<file path="config.mk">
export PLATFORM = sky130hd
export DESIGN_NAME = serial_word_deserializer
export DESIGN_NICKNAME = d
export VERILOG_FILES = /design/src/rtl/serial_word_deserializer_pkg.sv /design/src/rtl/deser_shift_register.sv /design/src/rtl/serial_word_deserializer.sv
export SDC_FILE = /design/constraint.sdc
export NUM_CORES = 1
export LEC_CHECK = 0
export BUFFER_PORTS_ARGS = -buffer_cell sky130_fd_sc_hd__buf_2
export CAP_MARGIN = 5
export CORE_ASPECT_RATIO = 0.6
export CORE_UTILIZATION = 55
export DETAILED_ROUTE_END_ITERATION = 8
export GPL_ROUTABILITY_DRIVEN = 0
export GPL_TIMING_DRIVEN = 0
export PLACE_DENSITY = 0.84
export SYNTH_ARGS = -nofsm -noshare
export SYNTH_HDL_FRONTEND = slang
export SYNTH_SLANG_ARGS = --single-unit
</file>
<file path="constraint.sdc">
create_clock -name clock -period 2.7 [get_ports clock]
set_input_delay 0.81 -clock clock [delete_from_list [all_inputs] [get_ports clock]]
set_output_delay 0.81 -clock clock [all_outputs]
set_load 0.01 [all_outputs]
</file>
<file path="src/rtl/serial_word_deserializer_pkg.sv">
// serial_word_deserializer_pkg: shared width default, state codes and counter-width helper
package serial_word_deserializer_pkg;
  localparam int WIDTH_DEF = 16;
  typedef enum logic [1:0] {ST_IDLE = 2'b00, ST_RECEIVE = 2'b01} state_e;
  function automatic int cw(input int w);
    return $clog2(w);
  endfunction
endpackage

</file>
<file path="src/rtl/deser_shift_register.sv">
// deser_shift_register: shift register that assembles the serial word in either bit order
module deser_shift_register
  import serial_word_deserializer_pkg::*;
#(
  parameter int WIDTH     = WIDTH_DEF,
  parameter bit MSB_FIRST = 1'b1
) (
  input  logic             clock,
  input  logic             resetn,
  input  logic             clear,
  input  logic             shift_en,
  input  logic             din,
  output logic [WIDTH-1:0] q
);
  logic [WIDTH-1:0] base, q_d;
  // clear together with shift_en makes din the first bit of a fresh word
  assign base = clear ? '0 : q;
  always_comb q_d = shift_en ? (MSB_FIRST ? {base[WIDTH-2:0], din} : {din, base[WIDTH-1:1]}) : base;
  always_ff @(posedge clock)
    q <= resetn ? q_d : '0;
endmodule

</file>
<file path="src/rtl/serial_word_deserializer.sv">
// serial_word_deserializer: rebuilds framed serial bits into words with valid/ack handshake
module serial_word_deserializer
  import serial_word_deserializer_pkg::*;
#(
  parameter int WIDTH     = WIDTH_DEF,
  parameter bit MSB_FIRST = 1'b1,
  localparam int CW       = cw(WIDTH)
) (
  input  logic             clock,
  input  logic             resetn,
  input  logic             serial_in,
  input  logic             serial_valid,
  input  logic             frame_start,
  input  logic             read_ack,
  output logic [WIDTH-1:0] data_output,
  output logic             word_valid,
  output logic             overrun,
  output logic             frame_abort,
  output logic             busy,
  output logic [CW-1:0]    bit_count,
  output logic [1:0]       y_Q
);
  state_e state_q, state_d;
  logic [CW-1:0] cnt_d;
  logic [WIDTH-1:0] sr_q, word, data_d;
  logic idle, rx, start, shift_en, done, ack, valid_d, ovr_d, abort_d;
  assign idle     = state_q == ST_IDLE;
  assign rx       = state_q == ST_RECEIVE;
  assign start    = serial_valid & frame_start & (idle | rx);
  assign shift_en = serial_valid & (rx | start);
  assign done     = rx & serial_valid & ~frame_start & (bit_count == CW'(WIDTH - 1));
  assign ack      = word_valid & read_ack;
  // the completed word includes the bit arriving on the completing edge
  assign word     = MSB_FIRST ? {sr_q[WIDTH-2:0], serial_in} : {serial_in, sr_q[WIDTH-1:1]};
  assign busy     = rx;
  assign y_Q      = state_q;
  deser_shift_register #(.WIDTH(WIDTH), .MSB_FIRST(MSB_FIRST)) u_sr (
    .clock(clock), .resetn(resetn), .clear(start), .shift_en(shift_en), .din(serial_in), .q(sr_q)
  );
  always_comb begin
    state_d = start ? ST_RECEIVE : (done | ~rx) ? ST_IDLE : ST_RECEIVE;
    cnt_d   = start ? CW'(1) : done ? '0 : (rx & serial_valid) ? bit_count + CW'(1) : rx ? bit_count : '0;
    data_d  = done ? word : data_output;
    valid_d = done | (word_valid & ~read_ack);
    ovr_d   = (overrun & ~ack) | (done & word_valid & ~read_ack);
    abort_d = rx & serial_valid & frame_start;
  end
  always_ff @(posedge clock)
    if (!resetn) begin
      state_q     <= ST_IDLE;
      bit_count   <= '0;
      data_output <= '0;
      word_valid  <= 1'b0;
      overrun     <= 1'b0;
      frame_abort <= 1'b0;
    end else begin
      state_q     <= state_d;
      bit_count   <= cnt_d;
      data_output <= data_d;
      word_valid  <= valid_d;
      overrun     <= ovr_d;
      frame_abort <= abort_d;
    end
endmodule

</file>
==> key figures, run 1 <==
Timing
  – Max-slew violations: 0
  – Fmax: 0.528 GHz
  – Period utilization: 0.701
  – Final hold vios: 0
  – Actual slew at the worst max-slew pin: 0.545 ns
  – RSZ-0062 raised after global routing: no
  – Fin crit period: 1.89 ns
  – Rel. slew slack: 0.632
  – Worst Skew: 0.00787 ns
  – Setup TNS Final: 0 ns
  – Final worst slack: 0.807 ns
  – WHS: 0.456 ns
  – Final Setup Violations: 0

Hold path
  – HP Start: data_output[6]
  – Hold Path Class: reg2reg
  – WHS Path Cells: 2
  – Hold EP: data_output[6]

Die
  – DIE HEIGHT: 43.5 um
  – Initial Utilization: 0.605
  – Die area: 0.00309 mm^2
  – Core area: 0.00261 mm^2
  – Rows: 14
  – Die width: 71.1 um
  – Boundary Pins: 32

Synthesis
  – Synth Register Bits: 39
  – Cells after synthesis: 174
  – Mapped Area: 0.00158 mm^2
  – Yosys cell types: 29
  – Seq/Total Area, Yosys: 0.495
  – Mapped Nets: 181
  – Synth warn: 0
  – Mean Syn Cell Area: 9.07 um^2

Clocking
  – Clk buf depth: 2
  – CTS-repair resized insts: 0
  – CTS buffer count: 5
  – CTS root buf: clkbuf_8
  – Post-CTS setup buffers: 0
  – Clk Latency, worst-skew pair: 0.29 ns
  – Clock Sinks: 39
  – CTS tree: built
  – Clock transition at path regs: 0.08 ns
  – H-tree lvl count: 2
  – Hold_buf cts: 0

Detailed routing
  – Final WL: 3.11 mm
  – Final ANT Viol Nets: 0
  – DR WL/cell: 12.8 um
  – Vias per cell: 5.25
  – DR vias: 1276
  – Drc violations: 3
  – Iter 0 DRT Violations: 54
  – DR pass1 iterations: 7

Flow run
  – Max Cap Violations: 0

Critical path
  – Critical Path Sink Type: output port
  – Reg2reg setup slack: 1.26 ns
  – CP required: 1.89 ns
  – WP data arrival: 1.08 ns
  – Critical path, cell by cell: buf_4 > buf_2
  – Reg-to-reg endpoint: data_output[1]
  – Reg2reg start: bit_count[0]
  – R2r worst-path depth: 5
  – CP Class: reg2out
  – Crit path launch type: flop
  – Slowest cell on the critical path: dfxtp_1
  – Crit-path max cell delay: 0.51 ns
  – Worst-path fanout max: 11

Global routing
  – Total track usage: 0.220
  – Largest net degree at the start of global routing: 13
  – First-pass GRT wire length: 5.09 mm
  – Vias in the first global route: 1158
  – Initial antenna violation count: 0
  – Grt total ovfl: 0

Placed design
  – PortBufs: 29
  – DP Worst Slack: 0.887 ns
  – Placed Area: 0.00176 mm^2
  – Post-DP HPWL: 2.22 mm

Cells and area
  – Layout area overhead: 19.2%
  – Final instance area: 0.00188 mm^2
  – Antenna Cells: 0
  – Share of layout cells above drive strength 1: 0.246
  – NumNets Final: 217

Run status
  – Failing checks: design-rule violations
  – Status: finished with violations

Power and ir drop
  – Lkg Pwr: 0.750 nW
  – VDD IR-drop max: 0.424 mV
  – PwrDens: 607 mW/mm^2
[where the power goes]
part           switching, mW  leakage [nW]  internal, mW
Sequential           0.00550         0.315         0.578
Combinational         0.0353         0.374        0.0216
Clock                  0.201        0.0612         0.299
[logic make-up after synthesis]
kind of cell               after synthesis  share of synthesized area
other                                    1                    0.00238
AOI/OAI and AO/OA                       21                     0.0817
xor gates and xnor gates                 2                     0.0111
adders and majority gates                1                    0.00793
DFF                                     39                      0.495
buffers and inverters                   13                     0.0626
muxes                                   18                      0.114
and+or+nand+nor                         79                      0.225
[placed cells by master, fill, tap and decap left out, drive strengths merged]
master	instances
and3	2
bufinv	1
nor2b	5
xor2	2
a21boi	1
clkbuf	9
a32oi	2
o211ai	1
o21ai	2
o311ai	1
clkinv	1
nand3	1
nor2	3
mux2i	18
buf	39
conb	1
ha	1
a21oi	12
a32o	1
nand2	63
and2	1
nand4	1
o21a	1
nor4b	1
dfxtp	39
nand4b	2
[metrics by stage]
stage | power, mW | std cells | utilization
finish | 1.14 | 243 | 0.721
global placement | 0.651 | 235 | 0.675
global route | 1.17 | 243 | 0.721
detailed placement | 0.653 | 235 | 0.675
floorplan | 0.634 | 174 | -
CTS | 1.15 | 243 | 0.721
[synth_stat cells, drive strengths merged]
cell type  number  share of area
a21boi          1         0.0048
a21oi          12          0.038
a32o            1         0.0063
a32oi           2          0.011
and2            1         0.0040
and3            2         0.0079
buf            10          0.043
clkbuf          3          0.020
conb            1         0.0024
dfxtp          39           0.49
ha              1         0.0079
mux2i          18           0.11
nand2          63           0.15
nand3           1         0.0032
nand4           1         0.0040
nand4b          2          0.011
nor2            3         0.0071
nor2b           5          0.020
nor4b           1          0.015
o211ai          1         0.0048
o21a            1         0.0048
o21ai           2         0.0063
o311ai          1         0.0056
xor2            2          0.011
[area by class of cell]
class | instances | area [um^2]
well taps | 32 | 40.0
fillers | 174 | 729
clock buffers | 6 | 82.6
flip-flops and latches | 39 | 781
clock inverters | 2 | 35.0
multi-input cells | 122 | 698
repair buffers | 29 | 145
plain buffers | 13 | 98.8
[worst max-delay path by stage]
stage	cells after the start	startpoint	endpoint
after global routing	2	y_Q[0]	y_Q[0]
after global placement	4	frame_start	data_output[0]
after floorplan	4	serial_valid	data_output[0]
final	2	y_Q[0]	y_Q[0]
after CTS	2	y_Q[0]	y_Q[0]
after detailed placement	4	frame_start	data_output[11]
[flip-flops by register name, summed over array words and instances, names as in the netlist]
| name | cells |
|---|---|
| data_output | 16 |
| frame_abort | 1 |
| bit_count | 4 |
| u_sr.q | 15 |
| word_valid | 1 |
| overrun | 1 |
| y_Q | 1 |
[layer usage]
layer	up-vias	GRT usage	part of all wire	wire (um)
met5	-	0	0	0
met4	0	0.0720	0.010	31
met3	3	0.0837	0.065	202
met2	42	0.366	0.44	1360
met1	586	0.268	0.49	1520
li1	645	-	-	-
[worst max-delay path, delay by kind of cell (launching register included)]
kind | cells | cell delay [ns]
buffers and inverters | 2 | 0.27
DFF | 1 | 0.51
(Power assumes the default switching activity.)
==> inputs of run 2 (changes only) <==
CORE_UTILIZATION = 48   (was 55)
PLACE_DENSITY = 0.78   (was 0.84)
clock period = 1.6 ns   (was 2.7 ns; I/O delays follow)
==> run 2 against run 1 <==
The run now ends clean. Sequential share of layout area decreased by 0.24 points. Register-to-register slack got worse by 1.1 ns. Flip-flop and latch count unchanged. Clock-buffer cell count unchanged. Final area increased by 0.73%. Worst setup slack got worse by 0.67 ns. Routed wire length decreased by 2.1%. Largest cell class unchanged. Cell count increased by 4.1%. Clock skew increased by 0.00061 ns.
==> key figures, run 2 (same netlist as run 1, synthesis figures left out) <==
Flow run
  – Max Cap Violations: 0

Cells and area
  – Most common cell after layout, fill and taps aside: nand2_1
  – Fin cells: 253
  – Largest reg by FF count: data_output
  – Largest register FFs: 16
  – Biggest regs: data_output (16), u_sr.q (15), bit_count (4)
  – NumNets Final: 217
  – Area of the multi-input gates: 698 um^2
  – Utilization after layout: 0.631
  – Antenna Cells: 0
  – Layout area overhead: 20.1%
  – Final instance area: 0.00189 mm^2
  – Share of layout cells above drive strength 1: 0.251
  – Number of fill cells: 280
  – Most frequent cells in the layout: nand2_1, dfxtp_1, buf_2
  – Register area: 782 um^2

Placed design
  – Post-DP HPWL: 2.16 mm
  – Post-Place Cells: 245
  – PortBufs: 29
  – DP Worst Slack: 0.116 ns
  – Placed Area: 0.00178 mm^2

Timing
  – Period utilization: 0.912
  – Setup TNS Final: 0 ns
  – Fin crit period: 1.46 ns
  – Worst Skew: 0.00848 ns
  – RSZ-0062 raised after global routing: no
  – Final worst slack: 0.141 ns
  – Final hold vios: 0
  – Max-slew violations: 0
  – WHS: 0.452 ns
  – Actual slew at the worst max-slew pin: 0.612 ns
  – Fmax: 0.685 GHz
  – Rel. slew slack: 0.587
  – Final Setup Violations: 0

Detailed routing
  – Iter 0 DRT Violations: 65
  – DR vias: 1249
  – Vias per cell: 4.94
  – Final ANT Viol Nets: 0
  – Drc violations: 0
  – Final WL: 3.05 mm
  – DR WL/cell: 12.0 um
  – DR pass1 iterations: 4

Critical path
  – CP Class: reg2reg
  – Critical path, cell by cell: ha_1 > nand2_2 > nor4b_4 > buf_6 > mux2i_1
  – Beginning of the critical path: bit_count[0]
  – Reg2reg start: bit_count[0]
  – Crit path to: data_output[2]
  – Critical Path Sink Type: flop
  – Slowest cell on the critical path: dfxtp_1
  – Reg-to-reg endpoint: data_output[2]
  – WP data arrival: 1.67 ns
  – Reg2reg setup slack: 0.14 ns
  – R2r worst-path depth: 5
  – Crit-path max cell delay: 0.40 ns
  – Crit path launch type: flop
  – CP required: 1.82 ns
  – Worst-path fanout max: 10

Clocking
  – Clock Sinks: 39
  – H-tree lvl count: 2
  – Clk buf depth: 2
  – CTS buffer count: 5
  – Clk Latency, worst-skew pair: 0.29 ns
  – CTS root buf: clkbuf_8
  – Clock transition at path regs: 0.07 ns
  – CTS tree: built

Power and ir drop
  – NetSw: 0.402 mW
  – Part of the power in combinational logic: 0.050
  – Power share of the sequential group: 0.514
  – Switch share: 0.209
  – PwrDens: 1010 mW/mm^2
  – Internal power: 1.52 mW
  – Lkg Pwr: 0.750 nW
  – Total power: 1.92 mW
  – VDD IR-drop max: 0.561 mV
  – Power share of the clock group: 0.437

Global routing
  – Grt total ovfl: 0
  – Vias in the first global route: 1142
  – Largest net degree at the start of global routing: 13
  – First-pass GRT wire length: 5.19 mm
  – Initial antenna violation count: 0
  – Total track usage: 0.200

Die
  – Die width: 76.0 um
  – Boundary Pins: 32
  – DIE HEIGHT: 46.4 um
  – Initial Utilization: 0.525
  – Core area: 0.00300 mm^2
  – Rows: 15
  – Die area: 0.00353 mm^2

Hold path
  – HP Start: data_output[15]
  – Hold Path Class: reg2reg

Run status
  – Status: completed
[run 2: critical path, delay by kind of cell, from the launching register on]
kind | cells | cell delay (ns)
flip-flops | 1 | 0.40
AND/OR/NAND/NOR | 2 | 0.39
multiplexers | 1 | 0.19
buffers and inverters | 1 | 0.23
adder cells (fa/ha/maj) | 1 | 0.18
[run 2: timing repair]
action,4_1_cts,5_1_grt
buffers inserted,0,0
setup endpoints to repair,0,1
gates resized for setup,0,1
hold buffers,0,0
[run 2: worst min-delay path by stage]
stage	endpoint	slack [ns]	cells past startpoint
finish	data_output[15]	0.45	2
global route	data_output[0]	0.48	3
CTS	data_output[0]	0.45	3
detailed placement	data_output[0]	0.45	2
global placement	data_output[4]	0.44	2
floorplan	data_output[15]	0.44	2
[run 2: power by group through the flow]
stage	combinational (mW)	sequential, mW	clock (mW)
after detailed placement	0.0949	1.01	0
after global routing	0.106	0.987	0.904
after CTS	0.0950	0.985	0.852
final	0.0951	0.986	0.838
after global placement	0.0937	1.01	0
after floorplan	0.0622	1.01	0
[run 2: final cells by class]
cell class | instances | area share
Sequential cell | 39 | 0.413
Clock inverter | 2 | 0.0185
Multi-Input combinational cell | 122 | 0.369
Clock buffer | 6 | 0.0436
Buffer | 13 | 0.0522
Tap cell | 42 | 0.0277
Timing Repair Buffer | 29 | 0.0766
[run 2: per-layer routing]
| layer | vias to the layer above | track usage | wire, um |
|---|---|---|---|
| li1 | 642 | - | - |
| met1 | 565 | 0.258 | 1600 |
| met2 | 36 | 0.311 | 1220 |
| met3 | 6 | 0.0594 | 179 |
| met4 | 0 | 0.108 | 40 |
| met5 | - | 0 | 0 |
